===== config.mk =====
export PLATFORM = sky130hd
export DESIGN_NAME = mem_arbiter_flat
export DESIGN_NICKNAME = d
export VERILOG_FILES = /design/src/rtl/mem_arbiter_pkg.sv /design/src/rtl/mem_arbiter_if.sv /design/src/rtl/mem_arb_pick.sv /design/src/rtl/mem_arbiter.sv /design/src/flat_wrapper.sv
export SDC_FILE = /design/constraint.sdc
export NUM_CORES = 1
export LEC_CHECK = 0
export BUFFER_PORTS_ARGS = -buffer_cell sky130_fd_sc_hd__buf_2
export CAP_MARGIN = 20
export CORE_ASPECT_RATIO = 1.75
export CORE_MARGIN = 2
export CORE_UTILIZATION = 30
export DETAILED_ROUTE_END_ITERATION = 7
export HOLD_SLACK_MARGIN = 0.1
export PLACE_DENSITY = 0.55
export SLEW_MARGIN = 30
export SYNTH_ARGS = -nofsm -noshare
export SYNTH_HDL_FRONTEND = slang
export SYNTH_SLANG_ARGS = --single-unit

===== constraint.sdc =====
create_clock -name clk -period 2.1 [get_ports clk]
set_input_delay 0.525 -clock clk [delete_from_list [all_inputs] [get_ports clk]]
set_output_delay 0.525 -clock clk [all_outputs]
set_load 0.005 [all_outputs]

===== src/rtl/mem_arbiter_pkg.sv =====
// Shared types and constants for the instruction/data memory arbiter.
package mem_arbiter_pkg;

  typedef enum logic [2:0] {
    ST_IDLE,
    ST_FETCH,
    ST_LOAD,
    ST_STORE,
    ST_DONE
  } arb_state_e;

  typedef enum logic [1:0] {
    GNT_NONE,
    GNT_FETCH,
    GNT_LOAD,
    GNT_STORE
  } grant_e;

  localparam logic [3:0]  SIZE_WORD = 4'd0;
  localparam logic [3:0]  SIZE_HALF = 4'd2;
  localparam logic [3:0]  SIZE_BYTE = 4'd3;

  localparam logic        TRUE  = 1'b1;
  localparam logic        FALSE = 1'b0;
  localparam logic [31:0] ZERO  = 32'h0;

endpackage


===== src/rtl/mem_arbiter_if.sv =====
// Fetch, load/store and memory-controller signals between the arbiter and its neighbours.
interface mem_arbiter_if;
  logic        if_req_i;
  logic [31:0] if_addr_i;
  logic        flush_i;
  logic [31:0] if_inst_o;
  logic [31:0] if_pc_o;
  logic        if_done_o;

  logic        ls_r_req_i;
  logic        ls_w_req_i;
  logic [31:0] ls_addr_i;
  logic [3:0]  ls_size_i;
  logic [31:0] ls_w_data_i;
  logic [31:0] ls_r_data_o;
  logic        ls_done_o;

  logic        mc_inst_req_o;
  logic [31:0] mc_inst_addr_o;
  logic        mc_r_req_o;
  logic        mc_w_req_o;
  logic [31:0] mc_addr_o;
  logic [3:0]  mc_ptr_o;
  logic [31:0] mc_w_data_o;
  logic [31:0] mc_inst_i;
  logic [31:0] mc_inst_pc_i;
  logic        mc_inst_done_i;
  logic [31:0] mc_r_data_i;
  logic        mc_done_i;

  modport master (
    input  if_req_i, if_addr_i, flush_i,
    input  ls_r_req_i, ls_w_req_i, ls_addr_i, ls_size_i, ls_w_data_i,
    input  mc_inst_i, mc_inst_pc_i, mc_inst_done_i, mc_r_data_i, mc_done_i,
    output if_inst_o, if_pc_o, if_done_o, ls_r_data_o, ls_done_o,
    output mc_inst_req_o, mc_inst_addr_o, mc_r_req_o, mc_w_req_o,
    output mc_addr_o, mc_ptr_o, mc_w_data_o
  );

  modport slave (
    output if_req_i, if_addr_i, flush_i,
    output ls_r_req_i, ls_w_req_i, ls_addr_i, ls_size_i, ls_w_data_i,
    output mc_inst_i, mc_inst_pc_i, mc_inst_done_i, mc_r_data_i, mc_done_i,
    input  if_inst_o, if_pc_o, if_done_o, ls_r_data_o, ls_done_o,
    input  mc_inst_req_o, mc_inst_addr_o, mc_r_req_o, mc_w_req_o,
    input  mc_addr_o, mc_ptr_o, mc_w_data_o
  );
endinterface


===== src/rtl/mem_arb_pick.sv =====
// Grant selection: store > load > fetch, with fetch forced once it has waited STARVE_LIM data grants.
module mem_arb_pick
  import mem_arbiter_pkg::*;
#(
  parameter logic [2:0] STARVE_LIM = 3'd4
) (
  input  logic [2:0] starve_cnt,
  input  logic       if_req,
  input  logic       flush,
  input  logic       ls_r_req,
  input  logic       ls_w_req,
  output grant_e     grant
);
  logic fetch_ok;

  always_comb begin
    fetch_ok = if_req && !flush;
    grant    = GNT_NONE;
    if (fetch_ok && starve_cnt == STARVE_LIM) grant = GNT_FETCH;
    else if (ls_w_req)                        grant = GNT_STORE;
    else if (ls_r_req)                        grant = GNT_LOAD;
    else if (fetch_ok)                        grant = GNT_FETCH;
  end
endmodule


===== src/rtl/mem_arbiter.sv =====
// Single-port memory arbiter: serialises instruction fetches and loads/stores onto one controller.
module mem_arbiter
  import mem_arbiter_pkg::*;
#(
  parameter int unsigned STARVE_MAX = 4
) (
  input logic           clk,
  input logic           rst,
  mem_arbiter_if.master bus
);
  localparam logic [2:0] STARVE_LIM = 3'(STARVE_MAX);

  arb_state_e state;
  grant_e     grant;
  logic       stale;
  logic [2:0] starve_cnt;

  mem_arb_pick #(.STARVE_LIM(STARVE_LIM)) u_pick (
    .starve_cnt (starve_cnt),
    .if_req     (bus.if_req_i),
    .flush      (bus.flush_i),
    .ls_r_req   (bus.ls_r_req_i),
    .ls_w_req   (bus.ls_w_req_i),
    .grant      (grant)
  );

  always_ff @(posedge clk or negedge rst) begin
    if (!rst) begin
      state              <= ST_IDLE;
      stale              <= FALSE;
      starve_cnt         <= '0;
      bus.if_done_o      <= FALSE;
      bus.ls_done_o      <= FALSE;
      bus.mc_inst_req_o  <= FALSE;
      bus.mc_r_req_o     <= FALSE;
      bus.mc_w_req_o     <= FALSE;
      bus.mc_inst_addr_o <= ZERO;
      bus.mc_addr_o      <= ZERO;
      bus.mc_w_data_o    <= ZERO;
      bus.mc_ptr_o       <= SIZE_WORD;
      bus.if_inst_o      <= ZERO;
      bus.if_pc_o        <= ZERO;
      bus.ls_r_data_o    <= ZERO;
    end else begin
      bus.if_done_o <= FALSE;
      bus.ls_done_o <= FALSE;
      unique case (state)
        ST_IDLE: begin
          if (!bus.if_req_i) starve_cnt <= '0;
          if (grant == GNT_LOAD || grant == GNT_STORE) begin
            bus.mc_addr_o   <= bus.ls_addr_i;
            bus.mc_ptr_o    <= bus.ls_size_i;
            bus.mc_w_data_o <= bus.ls_w_data_i;
            if (bus.if_req_i && starve_cnt != STARVE_LIM) starve_cnt <= starve_cnt + 3'd1;
          end
          unique case (grant)
            GNT_FETCH: begin
              state              <= ST_FETCH;
              bus.mc_inst_req_o  <= TRUE;
              bus.mc_inst_addr_o <= bus.if_addr_i;
              starve_cnt         <= '0;
            end
            GNT_STORE: begin
              state          <= ST_STORE;
              bus.mc_w_req_o <= TRUE;
            end
            GNT_LOAD: begin
              state          <= ST_LOAD;
              bus.mc_r_req_o <= TRUE;
            end
            default: ;
          endcase
        end
        // A flushed fetch is still in flight at the controller, so wait for its return and drop the result.
        ST_FETCH: begin
          if (bus.mc_inst_done_i) begin
            bus.mc_inst_req_o <= FALSE;
            state             <= ST_DONE;
            if (!(stale || bus.flush_i)) begin
              bus.if_inst_o <= bus.mc_inst_i;
              bus.if_pc_o   <= bus.mc_inst_pc_i;
              bus.if_done_o <= TRUE;
            end
          end else if (bus.flush_i) begin
            stale             <= TRUE;
            bus.mc_inst_req_o <= FALSE;
          end
        end
        ST_LOAD: begin
          if (bus.mc_done_i) begin
            bus.mc_r_req_o  <= FALSE;
            bus.ls_r_data_o <= bus.mc_r_data_i;
            bus.ls_done_o   <= TRUE;
            state           <= ST_DONE;
          end
        end
        ST_STORE: begin
          if (bus.mc_done_i) begin
            bus.mc_w_req_o <= FALSE;
            bus.ls_done_o  <= TRUE;
            state          <= ST_DONE;
          end
        end
        ST_DONE: begin
          stale <= FALSE;
          state <= ST_IDLE;
        end
        default: state <= ST_IDLE;
      endcase
    end
  end
endmodule


===== src/flat_wrapper.sv =====
// flat-port wrapper written by rule: the top's interface ports become plain ports
module mem_arbiter_flat import mem_arbiter_pkg::*;
#(
  parameter int unsigned STARVE_MAX = 4
)
  (clk, rst, bus_if_req_i, bus_if_addr_i, bus_flush_i, bus_ls_r_req_i, bus_ls_w_req_i, bus_ls_addr_i, bus_ls_size_i, bus_ls_w_data_i, bus_mc_inst_i, bus_mc_inst_pc_i, bus_mc_inst_done_i, bus_mc_r_data_i, bus_mc_done_i, bus_if_inst_o, bus_if_pc_o, bus_if_done_o, bus_ls_r_data_o, bus_ls_done_o, bus_mc_inst_req_o, bus_mc_inst_addr_o, bus_mc_r_req_o, bus_mc_w_req_o, bus_mc_addr_o, bus_mc_ptr_o, bus_mc_w_data_o);
  mem_arbiter_if bus_i ();
  input logic clk;
  input logic rst;
  input wire logic [$bits(bus_i.if_req_i)-1:0] bus_if_req_i;
  input wire logic [$bits(bus_i.if_addr_i)-1:0] bus_if_addr_i;
  input wire logic [$bits(bus_i.flush_i)-1:0] bus_flush_i;
  input wire logic [$bits(bus_i.ls_r_req_i)-1:0] bus_ls_r_req_i;
  input wire logic [$bits(bus_i.ls_w_req_i)-1:0] bus_ls_w_req_i;
  input wire logic [$bits(bus_i.ls_addr_i)-1:0] bus_ls_addr_i;
  input wire logic [$bits(bus_i.ls_size_i)-1:0] bus_ls_size_i;
  input wire logic [$bits(bus_i.ls_w_data_i)-1:0] bus_ls_w_data_i;
  input wire logic [$bits(bus_i.mc_inst_i)-1:0] bus_mc_inst_i;
  input wire logic [$bits(bus_i.mc_inst_pc_i)-1:0] bus_mc_inst_pc_i;
  input wire logic [$bits(bus_i.mc_inst_done_i)-1:0] bus_mc_inst_done_i;
  input wire logic [$bits(bus_i.mc_r_data_i)-1:0] bus_mc_r_data_i;
  input wire logic [$bits(bus_i.mc_done_i)-1:0] bus_mc_done_i;
  output wire logic [$bits(bus_i.if_inst_o)-1:0] bus_if_inst_o;
  output wire logic [$bits(bus_i.if_pc_o)-1:0] bus_if_pc_o;
  output wire logic [$bits(bus_i.if_done_o)-1:0] bus_if_done_o;
  output wire logic [$bits(bus_i.ls_r_data_o)-1:0] bus_ls_r_data_o;
  output wire logic [$bits(bus_i.ls_done_o)-1:0] bus_ls_done_o;
  output wire logic [$bits(bus_i.mc_inst_req_o)-1:0] bus_mc_inst_req_o;
  output wire logic [$bits(bus_i.mc_inst_addr_o)-1:0] bus_mc_inst_addr_o;
  output wire logic [$bits(bus_i.mc_r_req_o)-1:0] bus_mc_r_req_o;
  output wire logic [$bits(bus_i.mc_w_req_o)-1:0] bus_mc_w_req_o;
  output wire logic [$bits(bus_i.mc_addr_o)-1:0] bus_mc_addr_o;
  output wire logic [$bits(bus_i.mc_ptr_o)-1:0] bus_mc_ptr_o;
  output wire logic [$bits(bus_i.mc_w_data_o)-1:0] bus_mc_w_data_o;
  assign bus_i.if_req_i = bus_if_req_i;
  assign bus_i.if_addr_i = bus_if_addr_i;
  assign bus_i.flush_i = bus_flush_i;
  assign bus_i.ls_r_req_i = bus_ls_r_req_i;
  assign bus_i.ls_w_req_i = bus_ls_w_req_i;
  assign bus_i.ls_addr_i = bus_ls_addr_i;
  assign bus_i.ls_size_i = bus_ls_size_i;
  assign bus_i.ls_w_data_i = bus_ls_w_data_i;
  assign bus_i.mc_inst_i = bus_mc_inst_i;
  assign bus_i.mc_inst_pc_i = bus_mc_inst_pc_i;
  assign bus_i.mc_inst_done_i = bus_mc_inst_done_i;
  assign bus_i.mc_r_data_i = bus_mc_r_data_i;
  assign bus_i.mc_done_i = bus_mc_done_i;
  assign bus_if_inst_o = bus_i.if_inst_o;
  assign bus_if_pc_o = bus_i.if_pc_o;
  assign bus_if_done_o = bus_i.if_done_o;
  assign bus_ls_r_data_o = bus_i.ls_r_data_o;
  assign bus_ls_done_o = bus_i.ls_done_o;
  assign bus_mc_inst_req_o = bus_i.mc_inst_req_o;
  assign bus_mc_inst_addr_o = bus_i.mc_inst_addr_o;
  assign bus_mc_r_req_o = bus_i.mc_r_req_o;
  assign bus_mc_w_req_o = bus_i.mc_w_req_o;
  assign bus_mc_addr_o = bus_i.mc_addr_o;
  assign bus_mc_ptr_o = bus_i.mc_ptr_o;
  assign bus_mc_w_data_o = bus_i.mc_w_data_o;
  mem_arbiter #(.STARVE_MAX(STARVE_MAX)) u_core (.clk(clk), .rst(rst), .bus(bus_i));
endmodule

# --- After elaboration in Yosys (flattened, before gate mapping) ---
# Index checks and enable logic that the tools add are counted.
word_totals:
  out_inout_bits: 201
  wordCells: 87
  ff_bits: 208
  in_bits: 204
classes:
  n_addsub: 1
  n_reduce_logical: 21
  mux: 29
  n_eq_ne: 20
  bitwise: 1
ops:
  columns: ["operator", "n"]
  rows:
  - ["3-bit 2-to-1 mux", 6]
  - ["3-bit case mux with 3 select lines", 2]
  - ["3-bit AND reduction", 6]
  - ["1-bit 2-to-1 mux", 14]
  - ["2-bit != test, second input constant", 6]
  - ["1-bit case mux with 2 select lines", 4]
  - ["2-bit nonzero test", 4]
  - ["3-bit by 2-bit equality test with 1-bit output, second input constant", 2]
  - ["3-bit equality test, second input constant", 2]
  - ["2-bit 2-to-1 mux", 3]
  - ["2-bit by 1-bit != test with 1-bit output, second input constant", 3]
  - ["3-bit != test, second input constant", 2]
  - ["2-bit AND reduction", 3]
  - ["2-bit equality test, second input constant", 2]
  - ["4-bit by 2-bit != test with 1-bit output, second input constant", 1]
  - ["3-bit by 1-bit adder with 3-bit output, second input constant", 1]
  - ["3-bit by 1-bit equality test with 1-bit output, second input constant", 1]
  - ["1-bit logical AND", 3]
  - ["3-bit zero test", 1]
  - ["2-bit by 1-bit equality test with 1-bit output, second input constant", 1]
  - ["1-bit logical OR", 2]
  - ["2-bit OR reduction", 1]
  - ["1-bit zero test", 1]
  - ["1-bit inverter", 1]

# --- Logic depth before layout (Yosys ltp) ---
logic_depth:
  depth_word: 10
  depth_mapped: 6
  depth_no_buf: 5

# --- Modules after synthesis ---
# A second synthesis with hierarchy kept.
hier_totals:
  cells_unflattened: 483
  hier_area_um2: 8221.6
by_module_without_submodules:
  columns: ["module", "seq_area_each_um2", "instances", "cells_per_inst", "area_per_inst_um2"]
  rows:
  - ["mem_arbiter", 5205.0, 1, 478, 8171.6]
  - ["mem_arb_pick", 0.0, 1, 5, 50.0]

# --- Least setup slack after synthesis ---
# Ideal clock, no wire load.
synth_timing:
  path_type: "flip-flop to flip-flop"
  startpoint: "reg u_core.state[2]"
  endpoint: "reg u_core.bus.if_inst_o[13]"
  path_slack_ns: 0.269
  required_ns: 1.975
  setup_time_ns: 0.125
  arrival_ns: 1.706
  n_path_buf: 3
  synth_period_minus_slack_ns: 1.831
  path_stages_with_launch: 7
  path_cell_list: "dfrtp_1 -> buf_2 -> nor2_1 -> or4b_1 -> buf_4 -> buf_6 -> mux2_4"
synth_via:
  elab_chain_cells: 2
synth_lines:
  columns: ["element", "line", "text"]
  rows:
  - ["start: declaration", "mem_arbiter.sv:13", "arb_state_e state;"]
  - ["start signal: assignment", "mem_arbiter.sv:29", "state <= ST_IDLE;"]
  - ["start signal: assignment", "mem_arbiter.sv:58", "state <= ST_FETCH;"]
  - ["start signal: assignment", "mem_arbiter.sv:64", "state <= ST_STORE;"]
  - ["3-bit by 1-bit equality test with 1-bit output", "mem_arbiter.sv:47", "unique case (state)"]
  - ["3-bit AND reduction (no source line)", null, null]
  - ["end signal: assignment", "mem_arbiter.sv:80", "bus.if_inst_o <= bus.mc_inst_i;"]
  - ["end: declaration", "mem_arbiter_if.sv:35", "output if_inst_o, if_pc_o, if_done_o, ls_r_data_o, ls_done_o,"]
# Every way passes these cells.
# A chain may end at the register's enable or synchronous reset.

# --- Worst setup path in the final report ---
layout_timing:
  startpoint: "reg u_core.starve_cnt[0]"
  endpoint: "reg u_core.bus.mc_ptr_o[3]"
layout_via:
  elab_chain_cells: 6
  elab_cells_between_ends: 7
  classes_between: "eq/ne (3); mux (1); reduce/logical (3)"
layout_lines:
  columns: ["element", "line", "text"]
  rows:
  - ["start: declaration", "mem_arbiter.sv:16", "logic [2:0] starve_cnt;"]
  - ["start signal: assignment", "mem_arbiter.sv:54", "if (bus.if_req_i && starve_cnt != STARVE_LIM) starve_cnt <= starve_cnt + 3'd1;"]
  - ["3-bit equality test *", "mem_arb_pick.sv:19", "if (fetch_ok && starve_cnt == STARVE_LIM) grant = GNT_FETCH;"]
  - ["1-bit logical AND *", "mem_arb_pick.sv:19", null]
  - ["2-bit 2-to-1 mux *", "mem_arb_pick.sv:19", null]
  - ["2-bit equality test", "mem_arbiter.sv:50", "if (grant == GNT_LOAD || grant == GNT_STORE) begin"]
  - ["1-bit logical OR *", "mem_arbiter.sv:50", null]
  - ["2-bit AND reduction (no source line) *", null, null]
  - ["end signal: assignment", "mem_arbiter.sv:52", "bus.mc_ptr_o <= bus.ls_size_i;"]
  - ["end: declaration", "mem_arbiter_if.sv:37", "output mc_addr_o, mc_ptr_o, mc_w_data_o"]
# Every way passes the cells marked *; elsewhere a longest branch is shown, timed or not.

==> impl_metrics.ini <==
[outcome]
status = completed

[clocking]
clock_latency_ns = 0.50
cts_tree = done
clock_path_buffers = 3
numCtsBuffers = 21
clock-sinks = 208
htree_num_levels = 1
postCtsSetupRepairBufs = 0
clk_pin_slew_ns = 0.07
cts_root_buf = clkbuf_16

[pwr]
power_density_nw_per_um2 = 1470
p_comb_share_pct = 36.9
irDropWorstVdd_v = 0.000810
seq_power_share_pct = 41.2
leakage_uw = 0.00599
switching_share_pct = 29.0
p_sw_uw = 4840
clkPwrFrac_pct = 21.9
p_int_uw = 11800

[synth]
ys_seq_area_share_pct = 64.6
synth_area_sq_um = 8060
synth_fp_nets = 687
ys_types = 31
yosysWarnings = 0
synth.area.top_cells = dfrtp_1 (65%), mux2_2 (21%), mux2_4 (9.1%)
yosys.area.top_type_share_pct = 64.6
synth_top_area_cell = dfrtp_1
synth-seq-cells = 208
syn_inst = 481
avgSynthCellArea_sq_um = 16.7

[timing]
skew_ns = 0.0109
fin_setup_tns_ns = 0
worstMarginPinSlew_ns = 0.330
final_max_slew_viol_count = 0
fin_crit_ns = 1.91
max_slew_margin_pct = 78.0
clock.fmax_ghz = 0.524
fin_crit_sh_pct = 90.8
finalHoldViolCount = 0
rsz0062_at_grt = no
finalSetupViolCount = 0

[placement]
hpwl_mm = 16.3
place_area_sq_um = 10700
port_buffers = 404
place_congestion = 0.773

[routing]
drt_first_pass_iters = 4
antenna_left = 0
route.detailed.drc = 0
viasPerCell = 4.44
vias = 5513
wl_mm = 21.3
wire_per_inst_um = 17.1
drt_iter0_markers = 161

[hold_path]
hold_class = in -> reg

[setup_path]
critical_path_class = reg -> reg
path_cells = inv_1 > ha_1 > nand4b_1 > o211ai_1 > buf_12 > buf_12 > mux2_2
path_max_fanout = 24
crit_path_start_kind = register
slowest_delay_ns = 0.38
required_ns = 2.48
crit_top_cell = buf_12
crit_arrival_ns = 2.29
cp_top_family = buffers and inverters
slowest_stage = dfrtp_1
crit_buf_inv = 3
end_kind = register

[floorplanning]
dieArea_sq_um = 28200
die_x_um = 128
core_area_sq_um = 26500
io_pins = 405
rows = 79
start_util_pct = 30.4
dieHeight_um = 221

[global_routing]
grt_use_total_pct = 14.3
gr-total-overflow = 0
first_global_vias = 5773
grt_start_max_net_pins = 59
grt_pass1_wl_mm = 31.9
antenna_found_initial = 0

[finish]
diodes = 0
layout.nets = 1113
final_util_pct = 42.8
post_route_cells_drive_above_1_share_pct = 71.4
postLayoutCellArea_sq_um = 11300
synthToLayoutAreaGrowth_pct = 40.7

[flow_run]
drv_cap = 0
## synth_stat cells, drive strengths merged
cell       n
o41ai      1
o21ai     10
or4b       1
nand2      6
o221ai     1
nor2b      1
nor4b      1
nand3      1
nor3       1
o2bb2ai    1
a31oi      3
inv        7
o21a       1
or3        1
a21bo      1
a21oi      1
nor2       6
buf       11
ha         2
nand3b     1
o211ai     1
nand2b     1
clkbuf    11
nand4b     2
a2bb2oi    2
nand4      2
mux2     196
dfrtp    208
## what timing repair did
action,in CTS,in global routing
resized for setup,0,0
setup endpoints to repair,0,0
endpoints found under the hold margin,22,0
hold buffers,1,0
## area by class of cell
| cell class | instances | area, sq um |
|---|---|---|
| Timing Repair Buffer | 425 | 2330 |
| Inverter | 7 | 26.3 |
| Clock inverter | 6 | 58.8 |
| Tap cell | 324 | 405 |
| Sequential cell | 208 | 5200 |
| Fill cell | 2534 | 15200 |
| Clock buffer | 29 | 606 |
| Multi-Input combinational cell | 244 | 2710 |
## placed cells by master (no fill, tap or decap), drive strengths merged, types with 2 or more instances in the layout
cell type,instances
o21ai,10
a31oi,3
clkbuf,30
nand2,6
nor2,6
nand4,2
ha,2
inv,7
dfrtp,208
mux2,196
buf,423
clkinv,5
nand4b,2
a2bb2oi,2
## sequential cells by signal, summed over array words and instances (netlist names)
signal and count:
u_core.bus.if_inst_o 32, u_core.bus.if_pc_o 32, u_core.bus.ls_r_data_o 32, u_core.bus.mc_addr_o 32, u_core.bus.mc_inst_addr_o 32, u_core.bus.mc_w_data_o 32, u_core.bus.mc_ptr_o 4, u_core.starve_cnt 3
u_core.state 3, u_core.bus.if_done_o 1, u_core.bus.ls_done_o 1, u_core.bus.mc_inst_req_o 1, u_core.bus.mc_r_req_o 1, u_core.bus.mc_w_req_o 1, u_core.stale 1
## power groups by stage
stage | Sequential (uW) | Combinational [uW] | Clock, uW
floorplan | 7110 | 2910 | 0
detailed placement | 6930 | 6300 | 0
CTS | 6880 | 6320 | 3820
finish | 6870 | 6160 | 3650
global route | 7130 | 6720 | 3950
global placement | 6880 | 6200 | 0
## through the flow
step | total power, uW | std cells | setup WS (ns) | hold WS, ns
after floorplan | 10000 | 481 | 0.269 | 0.229
after global placement | 13100 | 1207 | 0.142 | 0.441
after detailed placement | 13200 | 1207 | 0.125 | 0.440
after CTS | 17000 | 1243 | 0.169 | 0.223
after global routing | 17800 | 1243 | 0.0726 | 0.231
final | 16700 | 1243 | 0.193 | 0.253
## routing by layer
metal / global-route usage (%) / wire length [um] / vias up / part of all wire, %
li1: - / - / 2541 / -
met1: 15.1 / 7210 / 2703 / 34
met2: 26.9 / 11700 / 233 / 55
met3: 3.99 / 1770 / 36 / 8.3
met4: 5.38 / 589 / 0 / 2.8
met5: 0 / 0 / - / 0
## logic make-up (layout without fill, tap and decap cells)
family,Yosys count,after routing,share of synthesized area (%)
muxes,196,196,29.7
and+or+nand+nor,24,24,1.68
adders and majority gates,2,2,0.311
DFF,208,208,64.6
AOI/OAI and AO/OA,22,22,1.77
buffers and inverters,29,467,1.94
## worst paths after layout
| check | cells after the start | from | slack (ns) | to |
|---|---|---|---|---|
| setup / recovery | 7 | u_core.starve_cnt[0] | 0.19 | u_core.bus.mc_ptr_o[3] |
| hold / removal | 2 | bus_ls_addr_i[25] | 0.25 | u_core.bus.mc_addr_o[25] |
| setup reg to reg | 7 | u_core.starve_cnt[0] | 0.19 | u_core.bus.mc_ptr_o[3] |
| hold reg to reg | 1 | u_core.bus.if_inst_o[1] | 0.50 | u_core.bus.if_inst_o[1] |
| max in group asynchronous | 3 | rst | 1.00 | u_core.bus.mc_addr_o[9] |
| min in group asynchronous | 2 | rst | 0.49 | u_core.bus.if_pc_o[6] |
(Power assumes the default switching activity.)
